## config.mk

```make
export PLATFORM = sky130hd
export DESIGN_NAME = prog_fetch_ctrl_flat
export DESIGN_NICKNAME = d
export VERILOG_FILES = /design/src/rtl/prog_fetch_ctrl_if.sv /design/src/rtl/prog_fetch_ctrl.sv /design/src/flat_wrapper.sv
export SDC_FILE = /design/constraint.sdc
export NUM_CORES = 1
export LEC_CHECK = 0
export ABC_AREA = 0
export CAP_MARGIN = 20
export CORE_MARGIN = 2
export CORE_UTILIZATION = 40
export DETAILED_ROUTE_END_ITERATION = 10
export GPL_ROUTABILITY_DRIVEN = 0
export PLACE_DENSITY = 0.8
export RECOVER_POWER = 25
export SLEW_MARGIN = 20
export SYNTH_ARGS = -nofsm -noshare
export SYNTH_HDL_FRONTEND = slang
export SYNTH_SLANG_ARGS = --single-unit
```

## constraint.sdc

```tcl
create_clock -name clk -period 1.9 [get_ports clk]
set_clock_uncertainty 0.15 [all_clocks]
set_input_delay 0.19 -clock clk [delete_from_list [all_inputs] [get_ports clk]]
set_output_delay 0.19 -clock clk [all_outputs]
set_load 0.005 [all_outputs]
```

## src/rtl/prog_fetch_ctrl_if.sv

```systemverilog
// prog_fetch_ctrl_if: fetch-controller bus between the sequencer (master) and the PC/fetch block (slave)
// Controls (master -> slave): pc_ld, pc_inc, pc_mux_sel, from_immed, from_stack, stall, flush, push, pop
// Status (slave -> master): prog_addr, pc_count, ir_addr, ir_valid, pc_wrap, stk_err
interface prog_fetch_ctrl_if #(parameter int ADDR_W = 10);
    logic              pc_ld;
    logic              pc_inc;
    logic [1:0]        pc_mux_sel;
    logic [ADDR_W-1:0] from_immed;
    logic [ADDR_W-1:0] from_stack;
    logic              stall;
    logic              flush;
    logic              push;
    logic              pop;
    logic [ADDR_W-1:0] prog_addr;
    logic [ADDR_W-1:0] pc_count;
    logic [ADDR_W-1:0] ir_addr;
    logic              ir_valid;
    logic              pc_wrap;
    logic              stk_err;
    modport master (
        output pc_ld, pc_inc, pc_mux_sel, from_immed, from_stack, stall, flush, push, pop,
        input  prog_addr, pc_count, ir_addr, ir_valid, pc_wrap, stk_err
    );
    modport slave (
        input  pc_ld, pc_inc, pc_mux_sel, from_immed, from_stack, stall, flush, push, pop,
        output prog_addr, pc_count, ir_addr, ir_valid, pc_wrap, stk_err
    );
endinterface

```

## src/rtl/prog_fetch_ctrl.sv

```systemverilog
// prog_fetch_ctrl: program counter and fetch tracker in front of the synchronous program ROM
// Ports: clk, rst_n (async active-low), bus (prog_fetch_ctrl_if.slave: next-PC controls in,
// prog_addr/pc_count/ir_addr/ir_valid/pc_wrap/stk_err out).
// Optional macro PF_RET_STACK_EN: internal STACK_DEPTH-entry return stack replaces the from_stack port.
module prog_fetch_ctrl #(
    parameter int                ADDR_W      = 10,
    parameter logic [ADDR_W-1:0] RESET_ADDR  = '0,
    parameter logic [ADDR_W-1:0] INTR_VEC    = '1,
    parameter int                STACK_DEPTH = 8
) (
    input logic               clk,
    input logic               rst_n,
    prog_fetch_ctrl_if.slave  bus
);
    logic [ADDR_W-1:0] pc, pc_next, pc_plus1, ret_addr, ir_addr;
    logic              ir_valid, pc_wrap, stk_err, inc_go;
    assign pc_plus1 = pc + ADDR_W'(1);
    assign inc_go   = !bus.pc_ld && bus.pc_inc && !bus.stall;
    assign pc_next  = bus.pc_ld ? (bus.pc_mux_sel == 2'd0 ? bus.from_immed :
                                   bus.pc_mux_sel == 2'd1 ? ret_addr :
                                   bus.pc_mux_sel == 2'd2 ? INTR_VEC : pc) :
                      inc_go ? pc_plus1 : pc;
    always_ff @(posedge clk or negedge rst_n) begin
        if (!rst_n) begin
            pc       <= RESET_ADDR;
            ir_addr  <= RESET_ADDR;
            ir_valid <= 1'b0;
            pc_wrap  <= 1'b0;
        end else begin
            pc      <= pc_next;
            pc_wrap <= inc_go && (pc == '1);
            // The ROM output register re-reads the same address while stalled, so tracking freezes too
            if (!bus.stall) begin
                ir_addr  <= pc;
                ir_valid <= !bus.flush;
            end else if (bus.flush) begin
                ir_valid <= 1'b0;
            end
        end
    end
`ifdef PF_RET_STACK_EN
    localparam int SP_W  = $clog2(STACK_DEPTH + 1);
    localparam int IDX_W = $clog2(STACK_DEPTH);
    logic [ADDR_W-1:0] stk [STACK_DEPTH];
    logic [SP_W-1:0]   sp, top;
    logic              empty, full;
    logic              unused_stack_port;
    assign top      = sp - SP_W'(1);
    assign empty    = (sp == '0);
    assign full     = (sp == SP_W'(STACK_DEPTH));
    assign ret_addr = empty ? '0 : stk[top[IDX_W-1:0]];
    assign unused_stack_port = &{1'b0, bus.from_stack};
    always_ff @(posedge clk) begin
        if (bus.push && bus.pop && !empty)
            stk[top[IDX_W-1:0]] <= pc_plus1;
        else if (bus.push && !bus.pop && !full)
            stk[sp[IDX_W-1:0]] <= pc_plus1;
    end
    always_ff @(posedge clk or negedge rst_n) begin
        if (!rst_n) begin
            sp      <= '0;
            stk_err <= 1'b0;
        end else if (bus.push && !bus.pop) begin
            if (full) stk_err <= 1'b1;
            else      sp      <= sp + SP_W'(1);
        end else if (bus.pop && !bus.push) begin
            if (empty) stk_err <= 1'b1;
            else       sp      <= top;
        end else if (bus.push && bus.pop && empty) begin
            // Replacing the top of an empty stack is an underflow
            stk_err <= 1'b1;
        end
    end
`else
    logic unused_stack_ctl;
    assign ret_addr         = bus.from_stack;
    assign stk_err          = 1'b0;
    assign unused_stack_ctl = &{1'b0, bus.push, bus.pop};
`endif
    assign bus.prog_addr = pc;
    assign bus.pc_count  = pc;
    assign bus.ir_addr   = ir_addr;
    assign bus.ir_valid  = ir_valid;
    assign bus.pc_wrap   = pc_wrap;
    assign bus.stk_err   = stk_err;
endmodule
```

## src/flat_wrapper.sv

```systemverilog
// flat-port wrapper written by rule: the top's interface ports become plain ports
module prog_fetch_ctrl_flat 
#(
    parameter int                ADDR_W      = 10,
    parameter logic [ADDR_W-1:0] RESET_ADDR  = '0,
    parameter logic [ADDR_W-1:0] INTR_VEC    = '1,
    parameter int                STACK_DEPTH = 8
)
  (clk, rst_n, bus_pc_ld, bus_pc_inc, bus_pc_mux_sel, bus_from_immed, bus_from_stack, bus_stall, bus_flush, bus_push, bus_pop, bus_prog_addr, bus_pc_count, bus_ir_addr, bus_ir_valid, bus_pc_wrap, bus_stk_err);
  prog_fetch_ctrl_if #(.ADDR_W(ADDR_W)) bus_i ();
  input logic clk;
  input logic rst_n;
  input wire logic [$bits(bus_i.pc_ld)-1:0] bus_pc_ld;
  input wire logic [$bits(bus_i.pc_inc)-1:0] bus_pc_inc;
  input wire logic [$bits(bus_i.pc_mux_sel)-1:0] bus_pc_mux_sel;
  input wire logic [$bits(bus_i.from_immed)-1:0] bus_from_immed;
  input wire logic [$bits(bus_i.from_stack)-1:0] bus_from_stack;
  input wire logic [$bits(bus_i.stall)-1:0] bus_stall;
  input wire logic [$bits(bus_i.flush)-1:0] bus_flush;
  input wire logic [$bits(bus_i.push)-1:0] bus_push;
  input wire logic [$bits(bus_i.pop)-1:0] bus_pop;
  output wire logic [$bits(bus_i.prog_addr)-1:0] bus_prog_addr;
  output wire logic [$bits(bus_i.pc_count)-1:0] bus_pc_count;
  output wire logic [$bits(bus_i.ir_addr)-1:0] bus_ir_addr;
  output wire logic [$bits(bus_i.ir_valid)-1:0] bus_ir_valid;
  output wire logic [$bits(bus_i.pc_wrap)-1:0] bus_pc_wrap;
  output wire logic [$bits(bus_i.stk_err)-1:0] bus_stk_err;
  assign bus_i.pc_ld = bus_pc_ld;
  assign bus_i.pc_inc = bus_pc_inc;
  assign bus_i.pc_mux_sel = bus_pc_mux_sel;
  assign bus_i.from_immed = bus_from_immed;
  assign bus_i.from_stack = bus_from_stack;
  assign bus_i.stall = bus_stall;
  assign bus_i.flush = bus_flush;
  assign bus_i.push = bus_push;
  assign bus_i.pop = bus_pop;
  assign bus_prog_addr = bus_i.prog_addr;
  assign bus_pc_count = bus_i.pc_count;
  assign bus_ir_addr = bus_i.ir_addr;
  assign bus_ir_valid = bus_i.ir_valid;
  assign bus_pc_wrap = bus_i.pc_wrap;
  assign bus_stk_err = bus_i.stk_err;
  prog_fetch_ctrl #(.ADDR_W(ADDR_W), .RESET_ADDR(RESET_ADDR), .INTR_VEC(INTR_VEC), .STACK_DEPTH(STACK_DEPTH)) u_core (.clk(clk), .rst_n(rst_n), .bus(bus_i));
endmodule
```

### Yosys cells after proc, flatten, opt, wreduce, memory -nomap -nowiden

Index checks and enable logic that the tools add are counted.

| operators by class | value |
|---|---|
| add/subtract/negate cells | 1 |
| multiply operators | 0 |
| multiplexer cells | 7 |
| shift operators | 0 |
| eq/ne operators | 5 |
| order comparisons | 0 |
| divide/modulo/power cells | 0 |
| reductions and logical operators | 9 |
| bitwise gates (word level) | 0 |

Operator list:

| kind | number |
|---|---|
| two-way mux 10 bit | 5 |
| adder 10 x 1 -> 10 bit (second input constant) | 1 |
| == test 10 bit (second input constant) | 1 |
| inequality test 4 x 1 -> 1 bit (second input constant) | 1 |
| logical AND 1 bit | 3 |
| logical NOT 1 bit | 3 |
| == test 2 x 1 -> 1 bit (second input constant) | 1 |
| == test 2 bit (second input constant) | 1 |
| logical NOT 2 bit | 1 |
| two-way mux 1 bit | 2 |
| inequality test 2 x 1 -> 1 bit (second input constant) | 1 |
| AND reduction 2 bit | 1 |
| nonzero test 2 bit | 1 |

| storage, ports and cells | value |
|---|---|
| memories kept | 0 |
| latch bits | 0 |
| bits in writable memories | 0 |
| word-level logic and storage cells | 26 |
| ROM bits | 0 |
| flip-flop bits (word level) | 22 |
| input bits | 30 |

### Depth between registers and ports, before layout

Gate-level depths: netlist of run 1.

| depth | value |
|---|---|
| word-level depth | 5 |
| depth in mapped cells | 6 |
| depth with buffers taken out | 5 |

### Worst setup path before layout of run 1

OpenSTA, ideal clock, no wires.

| path | value |
|---|---|
| path type | register -> register |
| start | register u_core.pc[0] (netlist: u_core.bus.pc_count[0]) |
| end | register u_core.pc[6] (netlist: u_core.bus.pc_count[6]) |
| cell stages (with the launch flop) | 6 |
| buffers on the path | 0 |
| arrival time | 1404 ps |
| slack | 247 ps |
| clock period less this slack | 1653 ps |
| setup time | 99 ps |
| cells stage by stage | dfrtp_1 ha_1 nand3_2 or2_2 o2bb2ai_1 a311oi_1 |

| between the ends | value |
|---|---|
| longest elaborated chain between the ends | 3 |

RTL lines:

| element | line | text |
|---|---|---|
| from (decl) | prog_fetch_ctrl.sv:15 | `logic [ADDR_W-1:0] pc, pc_next, pc_plus1, ret_addr, ir_addr;` |
| from (signal assigned) | prog_fetch_ctrl.sv:30 | `pc <= pc_next;` |
| adder 10 x 1 -> 10 bit | prog_fetch_ctrl.sv:17 | `assign pc_plus1 = pc + ADDR_W'(1);` |
| two-way mux 10 bit | prog_fetch_ctrl.sv:22 | `inc_go ? pc_plus1 : pc;` |
| two-way mux 10 bit | prog_fetch_ctrl.sv:19 | `assign pc_next = bus.pc_ld ? (bus.pc_mux_sel == 2'd0 ? bus.from_immed :` |

No other way between the ends. The select of a mux whose other input is x is not followed.
A chain may end at the register's enable or synchronous reset.

### Worst setup path after layout of run 1

| path | value |
|---|---|
| start | register u_core.pc[2] (netlist: u_core.bus.pc_count[2]) |
| end | output port bus_pc_count[2] |

RTL lines:

| element | line | text |
|---|---|---|
| to (decl) | flat_wrapper.sv:23 | `output wire logic [$bits(bus_i.pc_count)-1:0] bus_pc_count;` |

No word-level cell between the ends.

==> results.toml, run 1 <==
[route]
final_antenna_net_count = 0
via_per_inst = 5.28
wl_per_cell_um = 15.2
vias = 1188
drtIter0Drc = 44
firstDrtPassIters = 5
wirelength_mm = 3.43
drc = 0

[cells_and_area]
final_nets = 213
syn_to_final_growth_pct = 53.3
fillCellCount = 264
diodes = 0
drive_gt1_frac = 0.193
fin_cells = 225

[logic_synthesis]
syn_nets = 152
synthTopCellsByArea = "dfrtp_1 (43%), mux2_2 (11%), buf_4 (7.0%)"
synthArstFlopShare = 1.00
synth_top_cell_area_share = 0.431
yosysUniqueCellTypes = 39
syn_area_um2 = 1280
ys_ff_latch = 22
synth-edff-count = 0
yosysWarnings = 0
seq_area_frac_synth = 0.431
syn_avg_cell_area_um2 = 10.6
ys_top_cells_by_count = "dfrtp_1 (22), mux2_2 (13), buf_4 (12)"
yosysTopAreaCell = "dfrtp_1"
synthFlopType = "dfrtp_1"
yosysMostFrequentCell = "dfrtp_1"
syn_inst = 121

[place]
dp.cells = 221
port_buffers = 59
dpl.hpwl_mm = 2.65

[global_routing]
overflow = 0
grt_first_pass_wirelength_mm = 5.53
grt_pass1_vias = 1184
grt_max_degree = 23
antenna_found_initial = 0
grt.total_usage = 0.205

[clock_network]
cts_sinks = 22
clock_latency_ns = 0.32
root_buffer = "clkbuf_4"
cts_tree = "yes"
holdBufCountCts = 0
numCtsBuffers = 3
cts.htree.levels = 1
clk_pin_slew_ns = 0.13
clockBufferDepth = 2
postCtsSetupBuffers = 0
postCtsResizedCells = 0

[critical_path]
r2r-end = "u_core.bus.pc_count[6]$_DFFE_PN0P_"
crit_path_end_kind = "output port"
r2r_start = "u_core.bus.pc_count[1]$_DFFE_PN0P_"
path_depth = 1
crit_chain = "clkdlybuf4s50_1"
crit_type = "flop to output port"
cp.arrival_ns = 1.44
critPathMaxStageDelay_ns = 0.58
cp_num_buf_inv = 1
r2r_setup_slack_ns = 0.13
required_ns = 1.56
crit_end = "bus_pc_count[2]"
crit_path_top_delay_cell = "clkdlybuf4s50_1"
crit_family = "buffers and inverters"
crit_start = "u_core.bus.pc_count[2]$_DFFE_PN0P_"
ff2ff_path_depth = 5
startpoint_type = "flop"
critPathMaxFanout = 9

[die]
coreArea_um2 = 3050
dieArea_um2 = 3670
rows = 20
die-width_um = 60.5
pin_count = 63
die-height_um = 60.5
initial_core_util = 0.419

[hold_path]
min_from = "bus_flush"
holdCritPathClass = "primary input to flop"

[timing]
fin_crit_ns = 1.78
finalCritPeriodShare = 0.937
setup_viol = 0
finalMaxSlewViolations = 0
rsz0062_at_grt = "false"
tightest_slew_ns = 1.21
max_freq_mhz = 562
hold_viol = 0
max-slew-margin-rel = 0.192

[power_and_ir_drop]
peakVddDrop_uv = 431
p_per_area_nw_per_um2 = 886
total_power_mw = 1.74
p_leak_nw = 0.797

[outcome]
status = "finished, final reports clean"

[run]
drv_cap = 0
-- metal layers --
| layer | GRT usage | vias to the layer above | wire length (um) |
|---|---|---|---|
| met5 | 0 | - | 0 |
| met4 | 0.0776 | 0 | 68 |
| met3 | 0.0213 | 11 | 203 |
| met2 | 0.374 | 58 | 1740 |
| met1 | 0.250 | 561 | 1420 |
| li1 | - | 558 | - |
-- report_power, final --
part / switching [mW] / leakage [nW] / internal (mW)
logic: 0.228 / 0.515 / 0.446
registers: 0.123 / 0.254 / 0.571
clock network: 0.155 / 0.0279 / 0.214
total: 0.507 / 0.797 / 1.23
-- flip-flops by register name, indices dropped and copies added (netlist names) --
signal               flops
u_core.bus.ir_addr      10
u_core.bus.pc_count     10
u_core.bus.ir_valid      1
u_core.bus.pc_wrap       1
-- final cells by class --
cell class	instances	area, um^2	share of cell area
Clock inverter	1	30.0	0.0153
Multi-Input combinational cell	81	613	0.313
Clock buffer	3	22.5	0.0115
Tap cell	44	55.1	0.0281
Timing Repair Buffer	71	677	0.345
Sequential cell	22	552	0.281
Inverter	3	11.3	0.00574
-- worst min-delay path by stage --
stage / to / slack, ns / depth (start not counted)
after detailed placement: u_core.bus.ir_addr[4]$_DFFE_PN0N_ / 0.33 / 2
final: u_core.bus.ir_valid$_DFFE_PN0P_ / 0.23 / 2
after global routing: u_core.bus.ir_valid$_DFFE_PN0P_ / 0.22 / 2
after global placement: u_core.bus.ir_addr[4]$_DFFE_PN0N_ / 0.32 / 2
after CTS: u_core.bus.ir_valid$_DFFE_PN0P_ / 0.07 / 2
after floorplan: u_core.bus.ir_addr[0]$_DFFE_PN0N_ / -0.26 / 0
-- cell families (layout without fill, tap and decap cells) --
group / Yosys count / count (layout) / share of synthesized area
flops: 22 / 22 / 0.431
simple gates: 27 / 27 / 0.128
compound gates: 32 / 32 / 0.164
buf+inv: 18 / 78 / 0.0949
mux: 20 / 20 / 0.169
fa+ha+maj: 1 / 1 / 0.00978
other cells: 1 / 1 / 0.00293
-- metrics by stage --
step	TNS, ns	setup WS, ns	utilization	area [um^2]	hold WS [ns]
after floorplan	0	0.247	-	1280	-0.256
after global placement	0	0.0216	0.624	1900	0.319
after detailed placement	-0.0615	-0.0291	0.624	1900	0.331
after CTS	0	0.0858	0.641	1960	0.0666
after global routing	0	0.0433	0.642	1960	0.224
final	0	0.121	0.642	1960	0.234
-- cells in the final DEF, fill, tap and decap left out, types with 2 or more instances in the layout --
| master | instances |
|---|---|
| clkdlybuf4s50_1 | 59 |
| dfrtp_1 | 21 |
| mux2_2 | 13 |
| a21oi_1 | 11 |
| buf_4 | 11 |
| mux2i_1 | 7 |
| nor2_1 | 6 |
| nand2_1 | 5 |
| o22ai_1 | 4 |
| o21ai_0 | 4 |
| inv_1 | 3 |
| clkbuf_4 | 3 |
| nand3_1 | 2 |
| a21o_1 | 2 |
| nor3b_1 | 2 |
| o22a_1 | 2 |
| or2_2 | 2 |
Power figures use the tool's default switching activity.
==> run 2, diff against run 1 <==
- REMOVE_ABC_BUFFERS: not set -> 1
==> results.toml, run 2 (same netlist as run 1, synthesis figures left out) <==
[outcome]
status = "finished, final reports clean"

[timing]
tns_ns = 0
max_freq_mhz = 573
tightest_slew_ns = 1.23
finalMaxSlewViolations = 0
setup_viol = 0
max-slew-margin-rel = 0.178
fin_crit_ns = 1.75
rsz0062_at_grt = "false"
hold_viol = 0
finalCritPeriodShare = 0.919

[global_routing]
grt.total_usage = 0.199
antenna_found_initial = 0
grt_max_degree = 23
overflow = 0
grt_first_pass_wirelength_mm = 5.37
grt_pass1_vias = 1163

[clock_network]
postCtsResizedCells = 0
postCtsSetupBuffers = 0
numCtsBuffers = 3
cts.htree.levels = 1
clk_pin_slew_ns = 0.12
clockBufferDepth = 2
holdBufCountCts = 0
cts_sinks = 22
root_buffer = "clkbuf_4"
cts_tree = "yes"
clock_latency_ns = 0.30

[power_and_ir_drop]
p_leak_nw = 0.773
peakVddDrop_uv = 617
p_per_area_nw_per_um2 = 822

[critical_path]
required_ns = 1.96
crit_path_top_delay_cell = "dfrtp_2"
critPathMaxFanout = 7
crit_type = "flop to flop"
startpoint_type = "flop"
critPathMaxStageDelay_ns = 0.43
crit_chain = "ha_1 > nand3_2 > or2_2 > o2bb2ai_1 > a311oi_1"
crit_path_end_kind = "flop"
cp.arrival_ns = 1.81

[die]
initial_core_util = 0.419
dieArea_um2 = 3670
pin_count = 63
die-width_um = 60.5
die-height_um = 60.5
rows = 20
coreArea_um2 = 3050

[run]
drv_cap = 0

[cells_and_area]
diodes = 0
final_cell_mix = "clkdlybuf4s50_1 (59), dfrtp_1 (21), mux2_2 (13), a21oi_1 (11), buf_4 (9)"
post-route-util = 0.625
drive_gt1_frac = 0.174
final_common_cell = "clkdlybuf4s50_1"
syn_to_final_growth_pct = 49.3
final_nets = 211

[route]
drtIter0Drc = 30
wl_per_cell_um = 15.2
drt-met1-wl_mm = 1.45
wl_met3_um = 212
met2_length_mm = 1.68
final_antenna_net_count = 0
drc = 0
vias = 1170
wirelength_mm = 3.36
via_per_inst = 5.27
firstDrtPassIters = 4
top_layer = "met4"

[hold_path]
holdCritPathClass = "primary input to flop"

[place]
dpl.hpwl_mm = 2.62
port_buffers = 59
## run 2: layout make-up
cell class | count | area (um^2)
Clock buffer | 3 | 22.5
Fill cell | 286 | 1140
Inverter | 3 | 11.3
Multi-Input combinational cell | 81 | 607
Sequential cell | 22 | 552
Tap cell | 44 | 55.1
Timing Repair Buffer | 69 | 662
## run 2: worst paths after layout
kind	slack, ns	endpoint	cells after the start	from
max	0.15	u_core.bus.pc_count[6]$_DFFE_PN0P_	5	u_core.bus.pc_count[1]$_DFFE_PN0P_
min	0.27	u_core.bus.ir_valid$_DFFE_PN0P_	2	bus_flush
max reg2reg	0.15	u_core.bus.pc_count[6]$_DFFE_PN0P_	5	u_core.bus.pc_count[1]$_DFFE_PN0P_
min reg2reg	0.37	u_core.bus.ir_addr[2]$_DFFE_PN0N_	1	u_core.bus.ir_addr[2]$_DFFE_PN0N_
max in group asynchronous	0.35	u_core.bus.pc_count[1]$_DFFE_PN0P_	2	rst_n
min in group asynchronous	0.44	u_core.bus.ir_addr[6]$_DFFE_PN0N_	2	rst_n
## run 2: critical path, delay by kind of cell, from the launching register on
| kind | cells | cell delay [ns] |
|---|---|---|
| compound gates | 2 | 0.38 |
| fa+ha+maj | 1 | 0.24 |
| flops | 1 | 0.43 |
| simple gates | 2 | 0.45 |
## run 2: where the power goes
group	switching, mW	total, mW	internal [mW]
combinational	0.225	0.669	0.444
sequential	0.121	0.692	0.571
clock	0.135	0.209	0.0739
total	0.481	1.57	1.09
## run 2: through the flow
stage                     hold slack (ns)  std cells  cell area [um^2]  setup slack [ns]  total power [mW]
after floorplan                    -0.256        106              1170             0.224             0.905
after global placement              0.321        219              1890            0.0107              1.35
after detailed placement            0.347        219              1890           -0.0370              1.38
after CTS                          0.0887        222              1910             0.102              1.59
after global routing                0.266        222              1910            0.0449              1.68
final                               0.269        222              1910             0.155              1.57
## run 2: layer usage
layer | GRT usage | up-vias
met5 | 0 | -
met4 | 0.0652 | 0
met3 | 0.0299 | 2
met2 | 0.360 | 48
met1 | 0.242 | 561
li1 | - | 559
==> run 3, diff against run 2 <==
==> constraint.sdc (replaced) <==
create_clock -name clk -period 1.9 [get_ports clk]
set_clock_uncertainty 0.15 [all_clocks]
set_input_delay 0.38 -clock clk [delete_from_list [all_inputs] [get_ports clk]]
set_output_delay 0.38 -clock clk [all_outputs]
set_load 0.005 [all_outputs]
==> results.toml, run 3 (same netlist as run 1, synthesis figures left out) <==
[route]
wl_per_cell_um = 16.0
drc = 0
final_antenna_net_count = 0
via_per_inst = 5.28
vias = 1241
wirelength_mm = 3.76
firstDrtPassIters = 4
drtIter0Drc = 62

[place]
port_buffers = 59
dp.cells = 223
dpl.hpwl_mm = 2.80
placed_area_um2 = 1920

[clock_network]
root_buffer = "clkbuf_4"
cts_sinks = 22
numCtsBuffers = 3
clockBufferDepth = 2
cts.htree.levels = 1
clk_pin_slew_ns = 0.13
clock_latency_ns = 0.33
cts_tree = "yes"

[critical_path]
critPathMaxFanout = 6
crit_type = "flop to output port"
startpoint_type = "flop"
required_ns = 1.37
cp.arrival_ns = 1.33
crit_path_end_kind = "output port"

[die]
die-width_um = 60.5
dieArea_um2 = 3670
rows = 20
pin_count = 63
die-height_um = 60.5
coreArea_um2 = 3050
initial_core_util = 0.419

[power_and_ir_drop]
p_int_mw = 1.29
combPwrFrac = 0.416
seqPwrFrac = 0.381
p_per_area_nw_per_um2 = 887
p_clk_frac = 0.203
switchingPower_uw = 532
swShare = 0.292
total_power_mw = 1.83
p_leak_nw = 0.851
peakVddDrop_uv = 553

[timing]
hold_viol = 0
finalCritPeriodShare = 0.979
setup_viol = 0
tightest_slew_ns = 0.557
finalMaxSlewViolations = 0
max-slew-margin-rel = 0.629
fin_crit_ns = 1.86
holdWs_ns = 0.349
max_freq_mhz = 537

[cells_and_area]
syn_to_final_growth_pct = 60.9
fin_cells = 235
final_nets = 223
final_common_cell = "clkdlybuf4s50_1"
diodes = 0
stdcell_area_um2 = 2060
drive_gt1_frac = 0.288
final_cell_mix = "clkdlybuf4s50_1 (57), buf_4 (20), dfrtp_1 (14), mux2_2 (13), a21oi_1 (11)"

[global_routing]
grt.total_usage = 0.204
grt_first_pass_wirelength_mm = 5.53
grt_pass1_vias = 1211
antenna_found_initial = 0
overflow = 0
grt_max_degree = 23

[run]
drv_cap = 0

[hold_path]
holdCritPathClass = "flop to flop"

[outcome]
status = "finished, final reports clean"
==> run 3: worst max-delay path, cell delays in order, from the launching register on <==
cell and delay, ns:
dfrtp_1 0.39, buf_6 0.12, clkdlybuf4s50_1 0.49
==> run 3: final cells by class <==
cell class                 count  area, um^2
fill                         253         996
timing repair buffer          81         759
multi-input combinational     81         618
sequential                    22         561
tap                           44        55.1
clock inverter                 1        30.0
clock buffer                   3        22.5
inverter                       3        11.3
==> run 3: final timing paths <==
path / slack, ns / from / cells past startpoint / endpoint
hold / removal: 0.35 / u_core.bus.ir_addr[4]$_DFFE_PN0N_ / 2 / u_core.bus.ir_addr[4]$_DFFE_PN0N_
setup / recovery: 0.04 / u_core.bus.pc_count[0]$_DFFE_PN0P_ / 2 / bus_prog_addr[0]
min in group asynchronous: 0.39 / rst_n / 2 / u_core.bus.ir_addr[6]$_DFFE_PN0N_
max in group asynchronous: 0.80 / rst_n / 2 / u_core.bus.pc_count[5]$_DFFE_PN0P_
setup reg to reg: 0.08 / u_core.bus.pc_count[0]$_DFFE_PN0P_ / 6 / u_core.bus.pc_count[6]$_DFFE_PN0P_
hold reg to reg: 0.35 / u_core.bus.ir_addr[4]$_DFFE_PN0N_ / 2 / u_core.bus.ir_addr[4]$_DFFE_PN0N_
==> run 3: what timing repair did <==
item | CTS | global route
resized for setup | 5 | 8
setup buffers | 0 | 8
setup endpoints to repair | 10 | 15
hold buffers | 0 | 0
==> run 3: power groups by stage <==
stage	Sequential [mW]	Clock [mW]	Combinational [mW]
after floorplan	0.701	0	0.205
after global placement	0.694	0	0.659
after detailed placement	0.705	0	0.681
after CTS	0.701	0.374	0.687
after global routing	0.711	0.400	0.815
final	0.696	0.370	0.759
==> run 3: stage by stage <==
stage	setup slack [ns]	TNS [ns]	util
CTS	0.00336	0	0.648
global route	-0.0226	-0.0330	0.674
floorplan	0.224	0	-
finish	0.0391	0	0.674
global placement	-0.174	-0.977	0.629
detailed placement	-0.248	-1.48	0.629
==> run 3: per-layer routing <==
metal  vias up  track usage  wire (um)
li1        575            -          -
met5         -            0          0
met2        53        0.387       1970
met4         0       0.0807         79
met3         8       0.0213        240
met1       605        0.234       1470
